==> config.mk <==
export PLATFORM = sky130hd
export DESIGN_NAME = powlib_sfifo
export DESIGN_NICKNAME = d
export VERILOG_FILES = /design/src/rtl/powlib_sfifo_pkg.sv /design/src/rtl/powlib_wrapcntr.sv /design/src/rtl/powlib_sfifo.sv
export SDC_FILE = /design/constraint.sdc
export NUM_CORES = 1
export LEC_CHECK = 0
export ABC_AREA = 1
export CAP_MARGIN = 5
export CORE_ASPECT_RATIO = 0.9
export CORE_MARGIN = 8
export CORE_UTILIZATION = 52
export DETAILED_ROUTE_END_ITERATION = 8
export PLACE_DENSITY_LB_ADDON = 0.12
export SYNTH_ARGS = -nofsm -noshare
export SYNTH_HDL_FRONTEND = slang
export SYNTH_HIERARCHICAL = 1
export SYNTH_SLANG_ARGS = --single-unit
==> constraint.sdc <==
create_clock -name clk -period 2.72 [get_ports clk]
set_clock_uncertainty 0.05 [all_clocks]
set_input_delay 0.408 -clock clk [delete_from_list [all_inputs] [get_ports clk]]
set_output_delay 0.408 -clock clk [all_outputs]
set_load 0.1 [all_outputs]
==> src/rtl/powlib_sfifo_pkg.sv <==
// Shared helpers for the powlib single-clock FIFO: pointer/count width sizing.
package powlib_sfifo_pkg;

  // Bits needed to hold 0..value-1, never less than one.
  function automatic int powlib_clogb2(input int value);
    int r;
    int v;
    r = 0;
    v = value - 1;
    while (v > 0) begin
      r = r + 1;
      v = v >> 1;
    end
    return (r < 1) ? 1 : r;
  endfunction

endpackage

==> src/rtl/powlib_wrapcntr.sv <==
// Modulo-(MAX+1) pointer counter: advances on adv, wraps MAX->0, synchronous clear.
module powlib_wrapcntr #(
  parameter int W   = 3,
  parameter int MAX = 7
) (
  input  logic         clk,
  input  logic         clr,
  input  logic         adv,
  output logic [W-1:0] cntr
);

  localparam logic [W-1:0] LAST = W'(MAX);

  always_ff @(posedge clk) begin
    if (clr) begin
      cntr <= '0;
    end else if (adv) begin
      cntr <= (cntr == LAST) ? '0 : cntr + W'(1);
    end
  end

endmodule

==> src/rtl/powlib_sfifo.sv <==
// Single-clock valid/ready FIFO, D words of W bits, first-word-fall-through by default.
// Define POWLIB_SFIFO_OREG_EN to register rddata/rdvld (capacity D+1, 2-cycle empty latency).
module powlib_sfifo
  import powlib_sfifo_pkg::*;
#(
  parameter int    W    = 16,
  parameter int    D    = 8,
  parameter int    WIDX = powlib_clogb2(D),
  parameter int    WCNT = powlib_clogb2(D + 2),
  parameter int    AFT  = D - 1,
  parameter int    AET  = 1,
  parameter int    EDBG = 0,
  parameter string ID   = "SFIFO"
) (
  input  logic            clk,
  input  logic            rst,
  input  logic [W-1:0]    wrdata,
  input  logic            wrvld,
  output logic            wrrdy,
  output logic [W-1:0]    rddata,
  output logic            rdvld,
  input  logic            rdrdy,
  output logic [WCNT-1:0] cnt,
  output logic            afull,
  output logic            aempty
);

  localparam logic [WCNT-1:0] RAM_FULL = WCNT'(D);

  logic [W-1:0]    mem [D];
  logic [WIDX-1:0] wrptr;
  logic [WIDX-1:0] rdptr;
  logic [WCNT-1:0] ram_cnt;
  logic            wr_acc;
  logic            ram_rd;
  logic            out_acc;

  if (EDBG != 0) begin : g_dbg
    $info("%s: debug build", ID);
  end

  assign wrrdy  = !rst && (ram_cnt != RAM_FULL);
  assign wr_acc = wrvld && wrrdy;

`ifdef POWLIB_SFIFO_OREG_EN
  logic         oreg_vld;
  logic [W-1:0] oreg_dat;

  // The output slot is part of cnt, so the RAM holds everything else.
  assign ram_cnt = cnt - WCNT'(oreg_vld);
  assign ram_rd  = !rst && (ram_cnt != '0) && (!oreg_vld || rdrdy);
  assign out_acc = !rst && oreg_vld && rdrdy;

  always_ff @(posedge clk) begin
    if (rst) begin
      oreg_vld <= 1'b0;
    end else if (ram_rd) begin
      oreg_vld <= 1'b1;
    end else if (out_acc) begin
      oreg_vld <= 1'b0;
    end
  end

  always_ff @(posedge clk) begin
    if (ram_rd) begin
      oreg_dat <= mem[rdptr];
    end
  end

  assign rdvld  = oreg_vld;
  assign rddata = oreg_dat;
`else
  assign ram_cnt = cnt;
  assign rdvld   = (cnt != '0);
  assign rddata  = mem[rdptr];
  assign ram_rd  = !rst && rdvld && rdrdy;
  assign out_acc = ram_rd;
`endif

  always_ff @(posedge clk) begin
    if (wr_acc) begin
      mem[wrptr] <= wrdata;
    end
  end

  powlib_wrapcntr #(.W(WIDX), .MAX(D - 1)) u_wrptr (
    .clk  (clk),
    .clr  (rst),
    .adv  (wr_acc),
    .cntr (wrptr)
  );

  powlib_wrapcntr #(.W(WIDX), .MAX(D - 1)) u_rdptr (
    .clk  (clk),
    .clr  (rst),
    .adv  (ram_rd),
    .cntr (rdptr)
  );

  always_ff @(posedge clk) begin
    if (rst) begin
      cnt <= '0;
    end else if (wr_acc && !out_acc) begin
      cnt <= cnt + WCNT'(1);
    end else if (!wr_acc && out_acc) begin
      cnt <= cnt - WCNT'(1);
    end
  end

  assign afull  = int'(cnt) >= AFT;
  assign aempty = int'(cnt) <= AET;

endmodule

==> reports/qor.csv <==
metric,value,unit
status,finished clean,
FF+latch area,4060,sq um
Max VDD drop,0.682,mV
Routability Congestion,0.854,
Post-CTS Setup Inserts,0,
Layout Area Growth over Synthesis,26.3,%
Max Freq,0.420,GHz
crit end category,primary output,
total CTS buffers,17,
CTS tree,done,
global-route total usage across every layer,0.187,
WP data arrival,1.92,ns
layout cells sized above 1,0.146,
period utilisation layout,0.875,
pin count of the biggest net entering global routing,68,
Starting DRT DRC Count,392,
# DRC,0,
worst-margin pin slew,0.601,ns
number of max-cap violations,0,
vias per std cell,5.36,
die height,116,um
RSZ-0062 raised after global routing,no,
IO buf count,43,
Unique masters post-synth,22,
vias in the first global route,3876,
DR WL/cell,17.7,um
Clock Sinks,138,
Initial DRT Pass Iterations,5,
GRT overflow,0,
Synth Register Bits,138,
top-area cell type share of the netlist area,0.665,
Initial Utilization,0.534,
Final setup viols,0,
Die W,127,um
routed via count,3879,
CP Cell Sequence,inv_1 > buf_6 > o21ai_1 > nand2_1 > nand2_1 > nand2_1 > buf_12,
Routed WL,12.8,mm
most frequent CP cell,nand2_1,
critical path startpoint category,register,
Filler Cells Inserted,783,
Core Area,10800,sq um
Final Slew Violations,0,
most frequent cells in the layout,"138 x nor2_1, 128 x edfxtp_1, 99 x nand2_1, 64 x o21ai_1, 20 x buf_12",
CP Max Fanout,64,
Pwr Density,919,nW/um^2
initial antenna violation count,0,
Worst R2R Setup Slack,0.65,ns
Synth Instances,526,
multi-input logic area,1580,sq um
Final Hold Viols,0,
"Slowest-stage cell, CP",buf_6,
sequential share of the synthesized area,0.700,
Ys Warns,6,
Required @ worst endpoint,2.26,ns
Post-Syn Area per Cell,11.0,sq um
FP Rows,36,
clk slew on worst S/H paths,0.06,ns
Hold WC Path Type,register to register,
Yosys top cell by area,edfxtp_1,
first-pass GRT wire length,20.6,mm
Routed Antenna Nets,0,
Post-CTS Hold Buffers,0,
Detail Placement HPWL,7.95,mm
io pins,44,
peak per-stage delay on the critical path,0.40,ns
cell leakage power,0.00279,uW
worst-skew pair later-pin latency,0.41,ns
Antenna diodes,0,
fin crit period,2.38,ns
setup_tns,0,ns
Mapped Area,5780,sq um
nets,608,
"Net Count, Synth",555,
"most common cell after layout, fill and taps aside",nor2_1,
relative slew slack,0.599,
H-tree depth,4,
"Core Util, Final",0.675,
post_cts resized,0,
CP Class,register to primary output,
CTS Buffer Depth,2,
Die ar.,14700,sq um
top post-synthesis cells by area,"edfxtp_1 67%, nor2_1 9.0%, nand2_1 6.4%",
Root Buffer,clkbuf_16,
-- cell families after synthesis --
group | share of synthesized area
AO/OA/AOI/OAI | 0.0693
XOR/XNOR | 0.00152
adder cells (fa/ha/maj) | 0.0195
buffers and inverters | 0.0424
flip-flops | 0.700
AND/OR/NAND/NOR | 0.167
-- stage by stage --
stage	worst slack, ns	instances	cell area [sq um]	power [uW]	hold WS, ns
6_report	0.339	724	7300	6710	0.511
3_5_place_dp	0.303	693	6620	4120	0.503
4_1_cts	0.163	724	7300	6740	0.519
3_3_place_gp	0.378	693	6620	4110	0.480
2_1_floorplan	0.0140	526	5880	3590	0.401
5_1_grt	0.109	724	7300	6930	0.569
-- layer usage --
layer | up-vias | part of all wire | GRT usage | wire length (um)
met2 | 119 | 0.49 | 0.299 | 6250
met5 | - | 0 | 0 | 0
li1 | 1895 | - | - | -
met3 | 7 | 0.061 | 0.0575 | 777
met4 | 0 | 0.0072 | 0.0530 | 92
met1 | 1858 | 0.44 | 0.242 | 5670
-- final cells by class --
| type | instances | area share |
|---|---|---|
| clock buffers | 19 | 0.0593 |
| repair buffers | 57 | 0.0999 |
| well taps | 133 | 0.0228 |
| multi-input cells | 341 | 0.216 |
| clock inverters | 12 | 0.0338 |
| flip-flops and latches | 138 | 0.556 |
| inverters | 24 | 0.0123 |
-- flip-flops by register name, indices dropped and copies added (netlist names) --
signal and flops:
u_wrptr/cntr 3, cnt 4, u_rdptr/cntr 3, mem 128
-- Yosys cell counts --
cell type / instances
inv_1: 18
o211ai_1: 1
buf_6: 6
o21ai_0: 7
nor3_1: 8
buf_4: 2
buf_2: 13
clkbuf_1: 1
nand2_1: 99
nand2_2: 1
a21oi_1: 6
o21ai_1: 64
ha_1: 9
nand4_1: 1
o21a_1: 1
inv_2: 6
dfxtp_1: 10
buf_1: 1
xnor2_1: 1
nand3_1: 5
edfxtp_1: 128
nor2_1: 138
-- critical path, delay by kind of cell (launching register included) --
kind | cells | cell delay (ns)
AND/OR/NAND/NOR | 3 | 0.32
buffers and inverters | 3 | 0.65
AO/OA/AOI/OAI | 1 | 0.18
flip-flops | 1 | 0.33
-- path summary, 6_finish.rpt --
kind / start / depth (start not counted) / endpoint
worst max-delay path: u_rdptr/cntr[0]$_SDFFE_PP0P_ / 7 / rddata[14]
worst max register to register: cnt[0]$_SDFFE_PP0P_ / 9 / mem[4][12]$_DFFE_PP_
worst min register to register: u_wrptr/cntr[1]$_SDFFE_PP0P_ / 2 / u_wrptr/cntr[1]$_SDFFE_PP0P_
worst min-delay path: u_wrptr/cntr[1]$_SDFFE_PP0P_ / 2 / u_wrptr/cntr[1]$_SDFFE_PP0P_
-- report_power, final --
group	internal, uW	total, uW	switching [uW]
clock network	1810	2630	826
logic	475	1660	1180
registers	2380	2420	37.7
No activity file was read; power rests on OpenSTA's default activity.
